File: src/rtl/pwm_cap_pkg.sv
// Shared types and constants for the PWM duty capture block.
package pwm_cap_pkg;
    typedef enum logic [1:0] {S_IDLE, S_SEARCH, S_DONE} state_t;

    localparam int LUT_ENTRIES = 60;
    localparam int LUT_LAST    = 59;
    localparam int IDX_W       = 8;

    function automatic logic [31:0] abs_diff32(input logic [31:0] a, input logic [31:0] b);
        return (a >= b) ? (a - b) : (b - a);
    endfunction
endpackage

File: src/rtl/lut_time_60.sv
// 60-entry duty table: entry i is i/59 of full scale, rounded to nearest.
module lut_time_60
    import pwm_cap_pkg::*;
#(
    parameter int DATA_W = 15
) (
    input  logic [7:0]        i_addr,
    output logic [DATA_W-1:0] o_data
);
    localparam int FULL = (1 << DATA_W) - 1;

    logic [DATA_W-1:0] w_table [0:63];

    genvar gi;
    generate
        for (gi = 0; gi < 64; gi++) begin : g_entry
            localparam int VAL = (gi < LUT_ENTRIES) ? (gi * FULL + LUT_LAST / 2) / LUT_LAST : 0;
            assign w_table[gi] = DATA_W'(VAL);
        end
    endgenerate

    assign o_data = (i_addr[7:6] == 2'b00) ? w_table[i_addr[5:0]] : '0;
endmodule

File: src/rtl/pwm_edge_filter.sv
// Two-flop synchronizer plus run-length filter; level changes after FILT_LEN agreeing samples.
module pwm_edge_filter #(
    parameter int FILT_LEN = 3
) (
    input  logic clk,
    input  logic i_rst_n,
    input  logic i_en,
    input  logic i_pwm,
    output logic o_level,
    output logic o_rise,
    output logic o_fall
);
    localparam int FC_W = (FILT_LEN > 1) ? $clog2(FILT_LEN) : 1;

    logic            r_sync1, r_sync2, r_level, r_rise, r_fall;
    logic [FC_W-1:0] r_cnt;

    always_ff @(posedge clk) begin
        if (!i_rst_n || !i_en) begin
            r_sync1 <= 1'b0;
            r_sync2 <= 1'b0;
            r_level <= 1'b0;
            r_rise  <= 1'b0;
            r_fall  <= 1'b0;
            r_cnt   <= '0;
        end else begin
            r_sync1 <= i_pwm;
            r_sync2 <= r_sync1;
            r_rise  <= 1'b0;
            r_fall  <= 1'b0;
            if (r_sync2 != r_level) begin
                if (r_cnt == FC_W'(FILT_LEN - 1)) begin
                    r_level <= r_sync2;
                    r_rise  <= r_sync2;
                    r_fall  <= !r_sync2;
                    r_cnt   <= '0;
                end else begin
                    r_cnt <= r_cnt + FC_W'(1);
                end
            end else begin
                r_cnt <= '0;
            end
        end
    end

    assign o_level = r_level;
    assign o_rise  = r_rise;
    assign o_fall  = r_fall;
endmodule

File: src/rtl/pwm_duty_capture.sv
// PWM receive side: measures period/high time per cycle and maps duty to the nearest time index.
module pwm_duty_capture
    import pwm_cap_pkg::*;
#(
    parameter int PERIOD_DIV  = 19,
    parameter int MOD_WIDTH   = 15,
    parameter int CNT_W       = PERIOD_DIV + 1,
    parameter int FILT_LEN    = 3,
    parameter int TIMEOUT_CYC = 2 ** (PERIOD_DIV + 1)
) (
    input  logic                 clk,
    input  logic                 Rst_n,
    input  logic                 En,
    input  logic                 pwm_i,
    output logic [MOD_WIDTH-1:0] duty_o,
    output logic [CNT_W-1:0]     period_o,
    output logic [7:0]           time_o,
    output logic                 valid_o,
    output logic                 stuck_o,
    output logic                 overrun_o
);
    localparam int                   SHIFT    = PERIOD_DIV - MOD_WIDTH;
    localparam int                   TO_W     = $clog2(TIMEOUT_CYC) + 1;
    localparam logic [TO_W-1:0]      TO_LAST  = TO_W'(TIMEOUT_CYC - 1);
    localparam logic [CNT_W-1:0]     CNT_MAX  = '1;
    localparam logic [MOD_WIDTH-1:0] DUTY_MAX = '1;

    logic                 w_level, w_rise, w_fall, w_edge;
    logic                 w_measure, w_overrun_hit, w_timeout;
    state_t               r_state, w_state_next;
    logic                 r_armed;
    logic [CNT_W-1:0]     r_per_cnt, r_hi_cnt, r_period, w_hi_shift, w_period_new;
    logic [MOD_WIDTH-1:0] r_duty, w_duty_new, w_lut_data;
    logic [IDX_W-1:0]     r_idx, r_best_idx;
    logic [31:0]          r_best_diff, w_diff;
    logic [TO_W-1:0]      r_to_cnt;
    logic [MOD_WIDTH-1:0] r_duty_out;
    logic [CNT_W-1:0]     r_period_out;
    logic [IDX_W-1:0]     r_time_out;
    logic                 r_valid, r_stuck, r_overrun;

    pwm_edge_filter #(.FILT_LEN(FILT_LEN)) u_filter (
        .clk     (clk),
        .i_rst_n (Rst_n),
        .i_en    (En),
        .i_pwm   (pwm_i),
        .o_level (w_level),
        .o_rise  (w_rise),
        .o_fall  (w_fall)
    );

    lut_time_60 #(.DATA_W(MOD_WIDTH)) u_lut (
        .i_addr (r_idx),
        .o_data (w_lut_data)
    );

    assign w_edge        = w_rise || w_fall;
    assign w_measure     = w_rise && r_armed && (r_state == S_IDLE);
    assign w_overrun_hit = w_rise && r_armed && (r_state != S_IDLE);
    // Timeout is only acted on between searches so it never collides with a DONE strobe.
    assign w_timeout     = (r_to_cnt == TO_LAST) && !w_edge && !r_stuck && (r_state == S_IDLE);
    assign w_diff        = abs_diff32(32'(w_lut_data), 32'(r_duty));
    assign w_period_new  = (r_per_cnt == CNT_MAX) ? CNT_MAX : r_per_cnt + CNT_W'(1);

    always_comb begin
        w_hi_shift = r_hi_cnt >> SHIFT;
        if (w_hi_shift > CNT_W'(DUTY_MAX)) w_duty_new = DUTY_MAX;
        else                               w_duty_new = w_hi_shift[MOD_WIDTH-1:0];
    end

    always_ff @(posedge clk) begin
        if (!Rst_n || !En) r_state <= S_IDLE;
        else               r_state <= w_state_next;
    end

    always_comb begin
        w_state_next = r_state;
        case (r_state)
            S_IDLE:   if (w_measure) w_state_next = S_SEARCH;
            S_SEARCH: if (r_idx == IDX_W'(LUT_LAST)) w_state_next = S_DONE;
            S_DONE:   w_state_next = S_IDLE;
            default:  w_state_next = S_IDLE;
        endcase
    end

    always_ff @(posedge clk) begin
        if (!Rst_n) begin
            r_armed      <= 1'b0;
            r_per_cnt    <= '0;
            r_hi_cnt     <= '0;
            r_period     <= '0;
            r_duty       <= '0;
            r_idx        <= '0;
            r_best_idx   <= '0;
            r_best_diff  <= '0;
            r_to_cnt     <= '0;
            r_duty_out   <= '0;
            r_period_out <= '0;
            r_time_out   <= '0;
            r_valid      <= 1'b0;
            r_stuck      <= 1'b0;
            r_overrun    <= 1'b0;
        end else if (!En) begin
            r_armed     <= 1'b0;
            r_per_cnt   <= '0;
            r_hi_cnt    <= '0;
            r_period    <= '0;
            r_duty      <= '0;
            r_idx       <= '0;
            r_best_idx  <= '0;
            r_best_diff <= '0;
            r_to_cnt    <= '0;
            r_valid     <= 1'b0;
        end else begin
            r_valid <= 1'b0;

            // The rising-edge cycle is already high, so the new high count starts at 1.
            if (w_rise) begin
                r_per_cnt <= '0;
                r_hi_cnt  <= CNT_W'(1);
                r_armed   <= 1'b1;
            end else begin
                if (r_per_cnt != CNT_MAX)             r_per_cnt <= r_per_cnt + CNT_W'(1);
                if (w_level && (r_hi_cnt != CNT_MAX)) r_hi_cnt  <= r_hi_cnt + CNT_W'(1);
            end

            if (w_measure) begin
                r_period    <= w_period_new;
                r_duty      <= w_duty_new;
                r_idx       <= '0;
                r_best_idx  <= '0;
                r_best_diff <= '1;
            end
            if (w_overrun_hit) r_overrun <= 1'b1;

            // Strict less-than keeps the lower index on ties.
            if (r_state == S_SEARCH) begin
                if (w_diff < r_best_diff) begin
                    r_best_diff <= w_diff;
                    r_best_idx  <= r_idx;
                end
                r_idx <= r_idx + IDX_W'(1);
            end

            if (r_state == S_DONE) begin
                r_duty_out   <= r_duty;
                r_period_out <= r_period;
                r_time_out   <= r_best_idx;
                r_valid      <= 1'b1;
            end

            if (w_edge) begin
                r_to_cnt <= '0;
                r_stuck  <= 1'b0;
            end else if (r_to_cnt != TO_LAST) begin
                r_to_cnt <= r_to_cnt + TO_W'(1);
            end

            if (w_timeout) begin
                r_stuck      <= 1'b1;
                r_armed      <= 1'b0;
                r_period_out <= '0;
                r_duty_out   <= w_level ? DUTY_MAX : '0;
                r_time_out   <= w_level ? IDX_W'(LUT_LAST) : '0;
                r_valid      <= 1'b1;
            end
        end
    end

    assign duty_o    = r_duty_out;
    assign period_o  = r_period_out;
    assign time_o    = r_time_out;
    assign valid_o   = r_valid;
    assign stuck_o   = r_stuck;
    assign overrun_o = r_overrun;
endmodule

File: config.mk
export PLATFORM = sky130hd
export DESIGN_NAME = pwm_duty_capture
export DESIGN_NICKNAME = d
export VERILOG_FILES = /design/src/rtl/pwm_cap_pkg.sv /design/src/rtl/lut_time_60.sv /design/src/rtl/pwm_edge_filter.sv /design/src/rtl/pwm_duty_capture.sv
export SDC_FILE = /design/constraint.sdc
export NUM_CORES = 1
export LEC_CHECK = 0
export CAP_MARGIN = 20
export CORE_ASPECT_RATIO = 2
export CORE_MARGIN = 2
export CORE_UTILIZATION = 58
export CTS_CLUSTER_SIZE = 30
export DETAILED_ROUTE_END_ITERATION = 10
export PLACE_DENSITY = 0.83
export SLEW_MARGIN = 20
export SYNTH_ARGS = -nofsm -noshare
export SYNTH_HDL_FRONTEND = slang
export SYNTH_SLANG_ARGS = --single-unit
File: constraint.sdc
create_clock -name clk -period 9.3 [get_ports clk]
set_input_delay 2.79 -clock clk [delete_from_list [all_inputs] [get_ports clk]]
set_output_delay 2.79 -clock clk [all_outputs]
set_load 0.02 [all_outputs]
* Word-level counts from Yosys, hierarchy flattened
Memory sizes are Yosys's and may differ from the RTL's.
Index checks and enable logic that the tools add are counted.
** Cells by class
- $add $sub $neg :: 7
- Order comparisons :: 4
- Eq/ne operators :: 12
- Multiplexer cells :: 31
- Bitwise gates (word level) :: 5
- Reductions and logical operators :: 32
** Operators by type and width (count)
- 32-bit 2-to-1 mux :: 4
- 15-bit 2-to-1 mux :: 7
- 20-bit 2-to-1 mux :: 3
- 8-bit 2-to-1 mux :: 7
- 20-bit by 1-bit adder with 20-bit output, second input constant :: 2
- 20-bit inequality test, second input constant :: 2
- 32-bit < comparator :: 1
- 15-bit by 15-bit subtractor with 16-bit output :: 2
- 21-bit by 1-bit adder with 21-bit output, second input constant :: 1
- 21-bit by 20-bit equality test with 1-bit output, second input constant :: 1
- 21-bit by 20-bit inequality test with 1-bit output, second input constant :: 1
- 20-bit equality test, second input constant :: 1
- 16-bit by 15-bit > comparator with 1-bit output, second input constant :: 1
- 15-bit greater-or-equal comparator :: 1
- 3-bit OR reduction :: 5
- 2-bit AND reduction :: 6
- 2-bit nonzero test :: 5
- 8-bit by 1-bit adder with 8-bit output, second input constant :: 1
- 8-bit by 6-bit equality test with 1-bit output, second input constant :: 1
- 7-bit greater-or-equal comparator, second input constant :: 1
- 1-bit logical AND :: 7
- 6-bit inverter with 7-bit output :: 1
- 1-bit 2-to-1 mux :: 6
- 6-bit 2-to-1 mux :: 1
- other kinds (11) :: 23
** Word-level totals
- Bits in registers :: 200
- Bits in read-only memories :: 960
- Output and inout bits :: 46
- Memories :: 1
** Memory list
- (no name shown) :: words 64, bits a word 15, rd ports 1, clocked after memory_dff 0, write ports 0, line lut_time_60.sv:22 : assign o_data = (i_addr[7:6] == 2'b00) ? w_table[i_addr[5:0]] : '0;

* Logic depth before layout (Yosys ltp)
Gate-level depths: netlist of the first run.
- Depth after elaboration :: 10
- Depth in mapped cells :: 32

* Cells and area by module
Synthesis of the first run repeated with hierarchy kept, for this count alone.
** Second synthesis, totals
- Cells, all modules :: 1426
- Area total of the unflattened synthesis :: 11661.2 um2
** Modules (own cells, without submodules)
- pwm_duty_capture :: instances 1, cells an instance 1188, area an instance 9932.0 um2, seq. area each 3863.7 um2
- lut_time_60 :: instances 1, cells an instance 218, area an instance 1501.4 um2, seq. area each 0.0 um2
- pwm_edge_filter :: instances 1, cells an instance 20, area an instance 227.7 um2, seq. area each 140.1 um2

* Worst setup path before layout of the first run
Ideal clock, no wire load.
- Path type :: reg-to-reg
- Start point :: reg r_idx[0]
- End point :: reg r_best_diff[21]
- Library setup time :: 0.058 ns
- Data arrival time :: 6.468 ns
- Data required time :: 9.242 ns
- Slack :: 2.774 ns
- Cell stages (with the launch flop) :: 30
- Buffers on the path :: 4
- Cells stage by stage :: dfxtp_1 > clkbuf_1 > inv_1 > ha_1 > clkbuf_1 > nand2_1 > a221oi_1 > nor3_1 > a21oi_1 > nor2_1 > a211o_1 > inv_1 > ha_1 > buf_4 > nand3_1 > and2_4 > a311o_1 > a21oi_4 > mux2_4 > o221ai_2 > inv_1 > ha_1 > a21o_1 > a21oi_1 > o221ai_1 > or3_1 > o21ai_1 > or2_2 > clkbuf_1 > o21a_1
** Between the ends
- Cells in the longest elaborated chain, start to end :: 10
- Elaborated cells between the ends (all ways) :: 12
** Ends and longest elaborated chain
- start: declaration :: line pwm_duty_capture.sv:34 : logic [IDX_W-1:0] r_idx, r_best_idx;
- start signal: assignment :: line pwm_duty_capture.sv:142 : r_idx <= r_idx + IDX_W'(1);
- 6-bit inverter with 7-bit output (not written as such) * :: line lut_time_60.sv:22
- memory read 64 x 15 bit *
- 15-bit 2-to-1 mux (not written as such) * (2 in series) :: line lut_time_60.sv:22
- 15-bit 2-to-1 mux * :: line lut_time_60.sv:22
- 15-bit by 15-bit subtractor with 16-bit output or 15-bit greater-or-equal comparator (tied branches) :: line pwm_cap_pkg.sv:10 : return (a >= b) ? (a - b) : (b - a);
- 32-bit 2-to-1 mux * :: line pwm_cap_pkg.sv:10
- 32-bit < comparator :: line pwm_duty_capture.sv:138 : if (w_diff < r_best_diff) begin
- 32-bit 2-to-1 mux * :: line pwm_duty_capture.sv:138
- 32-bit 2-to-1 mux * :: line pwm_duty_capture.sv:137 : if (r_state == S_SEARCH) begin
- end signal: assignment :: line pwm_duty_capture.sv:139 : r_best_diff <= w_diff;
- end: declaration :: line pwm_duty_capture.sv:35 : logic [31:0] r_best_diff, w_diff;
Mark *: on every way between the ends. The rest lies on a longest branch, timed or not. The select of a mux whose other input is x is not followed.
A chain may end at the register's enable or synchronous reset.

* Final worst setup path of the first run
- Start point :: reg r_idx[0]
- End point :: reg r_best_diff[22]
Same word-level chain as after synthesis.

==> results of run 1 <==
power breakdown:
group / leakage [nW] / total [mW] / internal (mW) / switching (mW)
clock network: 0.307 / 0.805 / 0.467 / 0.337
registers: 1.61 / 0.858 / 0.857 / 0.00123
logic: 3.00 / 0.0212 / 0.00582 / 0.0154
total: 4.92 / 1.68 / 1.33 / 0.354
cells in the mapped netlist, types with 24 or more instances:
cell	number
clkbuf_1	75
ha_1	83
xnor2_1	31
a21boi_0	24
nand4_1	31
o21a_1	29
a21oi_1	115
xor2_1	34
a211oi_1	40
inv_1	93
o21ai_0	65
nand3_1	60
nor3_1	37
nor2_1	186
nand2_1	112
dfxtp_1	200
worst max-delay path: stages (launching register included):
cell      delay, ps
dfxtp_1         750
inv_1           360
ha_1            620
nand2_1         190
a221oi_1        270
nor3_1           80
a21oi_1         160
nor2_1           60
a211o_1         320
inv_1            60
ha_1            290
nand3_1         120
and2_4          150
a311o_1         380
a21oi_4         570
mux2_4          380
o221ai_2        290
inv_1           330
ha_1            410
a21o_1          170
a21oi_1         130
o221ai_1        140
or3_1           410
o21ai_4         300
buf_4           390
a21oi_4         190
o21a_1          180
how the worst min path moves through the flow:
stage | startpoint | end | cells past startpoint
2_1_floorplan | u_filter.r_cnt[0]$_SDFF_PP0_ | u_filter.r_cnt[0]$_SDFF_PP0_ | 1
3_3_place_gp | u_filter.r_cnt[0]$_SDFF_PP0_ | u_filter.r_cnt[0]$_SDFF_PP0_ | 1
3_5_place_dp | u_filter.r_cnt[0]$_SDFF_PP0_ | u_filter.r_cnt[0]$_SDFF_PP0_ | 1
4_1_cts | u_filter.r_cnt[0]$_SDFF_PP0_ | u_filter.r_cnt[0]$_SDFF_PP0_ | 1
5_1_grt | u_filter.r_cnt[0]$_SDFF_PP0_ | u_filter.r_cnt[0]$_SDFF_PP0_ | 1
6_report | u_filter.r_cnt[0]$_SDFF_PP0_ | u_filter.r_cnt[0]$_SDFF_PP0_ | 1
routing by layer:
layer	up-vias	global-route usage, %	part of all wire, %
met2	355	53.8	53
met4	0	22.9	8.6
met1	4845	27.8	34
met3	146	5.27	4.5
met5	-	0	0
li1	4968	-	-
flip-flops by register name, indices dropped and copies added, names as in the netlist, 2 cells and up:
signal,cells
r_period,20
duty_o,15
r_hi_cnt,20
period_o,20
r_per_cnt,20
r_idx,8
r_to_cnt,21
time_o,8
r_best_diff,32
r_duty,15
r_state,2
r_best_idx,8
u_filter.r_cnt,2
cell families after synthesis:
family | count (synthesis) | share of synthesized area, %
adders and majority gates | 85 | 9.43
AOI/OAI and AO/OA | 369 | 21.0
and+or+nand+nor | 509 | 20.6
xor gates and xnor gates | 65 | 4.98
muxes | 25 | 2.41
DFF | 200 | 35.0
buffers and inverters | 190 | 6.54
final cells by class:
class	count	area [µm²]
Fill cell	1632	6760
Multi-Input combinational cell	1053	6700
Sequential cell	200	4000
Timing Repair Buffer	62	588
Clock buffer	19	453
Inverter	94	353
Tap cell	259	324
Clock inverter	13	188
per-stage QoR:
step | area (µm²) | setup WS [ps] | power [mW] | hold WS, ps | std cells
2_1_floorplan | 11400 | 2770 | 0.893 | 399 | 1443
4_1_cts | 12600 | 1560 | 1.69 | 425 | 1700
3_5_place_dp | 12000 | 1600 | 0.899 | 415 | 1668
3_3_place_gp | 12000 | 1700 | 0.899 | 405 | 1668
5_1_grt | 12600 | 867 | 1.72 | 444 | 1700
6_report | 12600 | 1450 | 1.68 | 426 | 1700
==> metrics.yaml, run 1 <==
setup_path:
  path_class: "flip-flop to flip-flop"
  crit_path_end: "r_best_diff[22]$_SDFF_PN0_"
  r2r_end: "r_best_diff[22]$_SDFF_PN0_"
  critPathLaunch: "r_idx[0]$_SDFFE_PN0P_"
  r2r_slack_ps: 1450
  path_max_fanout: 34
  cp_data_arrival_time_ps: 8180
  critPathCaptureType: "flip-flop"
  crit_required_ps: 9630
  r2r_cells: 26
  rr_startpoint: "r_idx[0]$_SDFFE_PN0P_"
  startpoint_type: "flip-flop"
floorplan:
  dieWidth_um: 103
  die_area_um2: 20900
  start_util_pct: 59.0
  placementRows: 72
  core-area_um2: 19400
  die_h_um: 203
  num_io_pins: 50
placed_design:
  place_hpwl_um: 22100
  port_buffers: 49
  gp_congestion: 0.966
pwr:
  power.leakage_nw: 4.92
  power_density_nw_per_um2: 134
  ir_worst_vdd_mv: 0.128
timing:
  hold_viol: 0
  relSlewSlack_pct: 37.2
  fin_skew_ps: 6.43
  tightest_slew_ps: 938
  setup_viol_count_final: 0
  fin_crit_sh_pct: 84.4
  fin_crit_ps: 7850
  drv_slew: 0
  tns_ps: 0
  rsz0062_at_grt: "false"
  fmax_mhz: 127
logic_synthesis:
  ys_ff_latch: 200
  synth_top_flop_cell: "dfxtp_1"
  synth_area_leaders: "dfxtp_1 35%, ha_1 9.1%, nor2_1 6.1%, a21oi_1 5.0%, nand2_1 3.7%"
  ys_types: 70
  syn-num-nets: 1532
  postSynth.asyncResetShare_pct: 0
  synth_cells: 1443
  netlist_area_um2: 11400
  syn_avg_cell_area_um2: 7.92
  synth-edff-count: 0
  synth_top_area_share_pct: 35.0
  synthesis.yosys.warnings: 0
  yosysTopAreaCell: "dfxtp_1"
  seq_area_frac_synth_pct: 35.0
routing:
  routed_wl_um: 30400
  vias_per_cell: 6.07
  drtIter0Drc: 554
  postRouteAntennaNets: 0
  drcViolationCount: 0
  vias: 10314
  drtPass1Iterations: 5
  avgRoutedWirePerCell_um: 17.9
cells_and_area:
  syn_to_final_growth_pct: 10.3
  final_common_cell: "dfxtp_1"
  diodes: 0
  mostFrequentLayoutCells: "200 x dfxtp_1, 186 x nor2_1, 115 x a21oi_1"
  drive_gt1_share_pct: 5.20
  nets: 1517
  fin_util_pct: 65.1
clock_network:
  clk_root_buffer_cell: "clkbuf_16"
  clkTransAtPathRegs_ps: 70
  cts_setup_buffers: 0
  cts_hold_buf: 0
  h-tree-depth: 4
  cts_tree: "built"
  post_cts_resized: 0
  clockBufferDepth: 2
  cts_buffers: 17
  clk_latency_ps: 440
  numClockSinks: 200
grt:
  overflow: 0
  grt_pass1_wl_um: 48800
  grt_usage_pct: 29.6
  antenna_found_initial: 0
  grt_pass1_vias: 10322
  grt_max_degree: 66
outcome:
  status: "completed"
job:
  cap_viol_max_count: 0
worst_hold_path:
  hold_class: "flip-flop to flip-flop"
Note: power is estimated with default switching activity, not from simulation.
==> inputs of run 2 (changes only) <==
- CORE_UTILIZATION: 58 -> 56
- PLACE_DENSITY: 0.83 -> 0.84
- clock period: 9.3 -> 6.41 ns (I/O delays scaled with it)
==> run 2 against run 1 <==
Net effect: clock power rose by 35%; hold slack better by 24 ps; utilization is 1.1 points lower; sequential power rose by 46%; first-iteration DRC count rose by 48%; total power up 40%; critical endpoint is now r_best_diff[5]$_SDFF_PN0_; combinational power grew 49%; critical path type unchanged; maximum frequency up 26%; flip-flop and latch count unchanged; register-to-register slack lost 1200 ps; non-clock buffer count grew 37.
==> metrics.yaml, run 2 (synthesized netlist as in run 1, its figures left out) <==
setup_path:
  path_max_fanout: 15  # -56%
  rr_startpoint: "r_idx[1]$_SDFFE_PN0P_"
  r2r_slack_ps: 200  # -1250 ps
  cp_data_arrival_time_ps: 6580  # -1600 ps
  startpoint_type: "flip-flop"
  critPathMostFrequentCell: "nor2_1"
  critPathMaxStageDelay_ps: 420  # -330 ps
  r2r_cells: 28  # +7.7%
  worst_path_max_delay_cell: "dfxtp_1"
  crit_required_ps: 6780  # -2850 ps
  path_class: "flip-flop to flip-flop"
  critPathCaptureType: "flip-flop"
  r2r_end: "r_best_diff[5]$_SDFF_PN0_"
timing:
  fin_skew_ps: 7.77  # +1.33 ps
  fin_crit_sh_pct: 96.8  # +12 points
  drv_slew: 0  # unchanged
  relSlewSlack_pct: 40.3  # +3.1 points
  fin_crit_ps: 6210  # -1640 ps
  hold_viol: 0  # unchanged
  holdWs_ps: 449  # +23.7 ps
  tightest_slew_ps: 896  # -42.4 ps
  fmax_mhz: 161  # +26%
  setup_viol_count_final: 0  # unchanged
grt:
  grt_pass1_vias: 10184  # -1.3%
  grt_max_degree: 66  # unchanged
  antenna_found_initial: 0  # unchanged
  overflow: 0  # unchanged
  grt_pass1_wl_um: 50100  # +2.7%
  grt_usage_pct: 29.5  # -0.13 points
floorplan:
  core-area_um2: 20300  # +4.7%
  placementRows: 74  # +2.8%
  num_io_pins: 50  # unchanged
  die_h_um: 206  # +1.7%
  dieWidth_um: 105  # +1.7%
  start_util_pct: 56.4  # -2.6 points
  die_area_um2: 21600  # +3.5%
pwr:
  internal-power_mw: 1.85  # +39%
  ir_worst_vdd_mv: 0.193  # +51%
  seqPwrFrac_pct: 52.7  # +1.7 points
  power_switching_uw: 512  # +45%
  power_density_nw_per_um2: 182  # +36%
  swShare_pct: 21.7  # +0.63 points
  clkPwrFrac_pct: 46.0  # -1.8 points
  combPwrFrac_pct: 1.3  # about the same
  power.leakage_nw: 5.09  # +3.4%
clock_network:
  h-tree-depth: 4  # unchanged
  clkTransAtPathRegs_ps: 70  # about the same
  cts_buffers: 17  # unchanged
  clk_latency_ps: 450  # about the same
  clk_root_buffer_cell: "clkbuf_16"
  numClockSinks: 200  # unchanged
  clockBufferDepth: 2  # unchanged
  cts_tree: "built"
worst_hold_path:
  whs_path_depth: 1  # unchanged
  hold_class: "flip-flop to flip-flop"
  min_to: "u_filter.r_cnt[0]$_SDFF_PP0_"
  hold_start: "u_filter.r_cnt[0]$_SDFF_PP0_"
cells_and_area:
  mostFrequentLayoutCells: "199 x dfxtp_1, 186 x nor2_1, 115 x a21oi_1"
  nets: 1555  # +2.5%
  drive_gt1_share_pct: 8.39  # +3.2 points
  diodes: 0  # unchanged
  largest_register_ffs: 32  # unchanged
  syn_to_final_growth_pct: 13.5
  regMostFlops: "r_best_diff"
  final_area_um2: 13000  # +2.9%
  reg_top3: "r_best_diff (32), r_to_cnt (21)"
  final_common_cell: "dfxtp_1"
  fin_util_pct: 64.0  # -1.1 points
routing:
  drtIter0Drc: 820  # +48%
  drt-met1-wl_um: 11100  # +7.6%
  wl_met3_um: 1610  # +19%
  top_layer: "met4"
  routed_wl_um: 32800  # +8.2%
  postRouteAntennaNets: 0  # unchanged
  drcViolationCount: 0  # unchanged
  wl_met2_um: 17600  # +9.6%
  vias_per_cell: 6.16  # +1.5%
  avgRoutedWirePerCell_um: 18.8  # +5.4%
  vias: 10743  # +4.2%
  drtPass1Iterations: 8  # +3
outcome:
  status: "completed"
placed_design:
  port_buffers: 49  # unchanged
  gp_congestion: 1.02  # +5.8%
  placed_cell_area_um2: 12200  # +2.0%
  place_hpwl_um: 23200  # +4.8%
job:
  cap_viol_max_count: 0  # unchanged
-- run 2: area by class of cell --
type	count	area (µm²)
fillers	1617	7290
multi-input cells	1054	6770
flip-flops and latches	200	4010
repair buffers	99	920
clock buffers	19	453
inverters	94	357
well taps	266	333
clock inverters	12	141
-- run 2: worst max-delay path by stage --
stage                                      from                        end  slack (ps)  cells past startpoint
after floorplan           r_idx[0]$_SDFFE_PN0P_  r_best_diff[0]$_SDFF_PN0_          30                     29
after global placement    r_idx[0]$_SDFFE_PN0P_  r_best_diff[9]$_SDFF_PN0_          20                     27
after detailed placement  r_idx[0]$_SDFFE_PN0P_  r_best_diff[5]$_SDFF_PN0_        -100                     26
after CTS                 r_idx[1]$_SDFFE_PN0P_  r_best_diff[5]$_SDFF_PN0_          80                     26
after global routing      r_idx[1]$_SDFFE_PN0P_  r_best_diff[9]$_SDFF_PN0_         -40                     27
final                     r_idx[1]$_SDFFE_PN0P_  r_best_diff[5]$_SDFF_PN0_         200                     28
-- run 2: stage by stage --
step	setup WS, ps	cells	TNS [ps]	power [mW]
2_1_floorplan	33.1	1443	0	1.30
3_3_place_gp	22.3	1702	0	1.30
3_5_place_dp	-103	1702	-533	1.31
4_1_cts	84.2	1736	0	2.37
5_1_grt	-41.8	1744	-262	2.42
6_report	202	1744	0	2.36
-- run 2: critical path, delay by kind of cell, from the launching register on --
| family | cells | cell delay (ps) |
|---|---|---|
| AOI/OAI and AO/OA | 14 | 2690 |
| adders and majority gates | 3 | 850 |
| buffers and inverters | 4 | 620 |
| DFF | 1 | 420 |
| muxes | 1 | 360 |
| and+or+nand+nor | 6 | 1150 |
-- run 2: power by group through the flow --
stage | logic (mW) | clock network (mW) | registers [mW]
final | 0.0315 | 1.09 | 1.25
after global routing | 0.0343 | 1.14 | 1.24
after CTS | 0.0315 | 1.09 | 1.25
after detailed placement | 0.0314 | 0 | 1.27
after global placement | 0.0307 | 0 | 1.27
after floorplan | 0.0225 | 0 | 1.27
-- run 2: what timing repair did --
item                       in CTS  in global routing
buffers inserted                3                  6
hold buffers                    0                  0
pin swaps                       1                  2
setup endpoints to repair      20                 40
cloned                          0                  2
resized for setup               1                 20
-- run 2: routing by layer --
metal  GRT usage, %  vias to the layer above
met5              0                        -
met4           22.4                        0
met3           4.13                      152
met2           56.3                      465
met1           27.8                     5069
li1               -                     5057
==> inputs of run 3 (changes only) <==
- CAP_MARGIN: 20 -> default
- SLEW_MARGIN: 20 -> 30
==> results of run 3 <==
No change in the layout: final DEF, timing and power equal those of run 2.
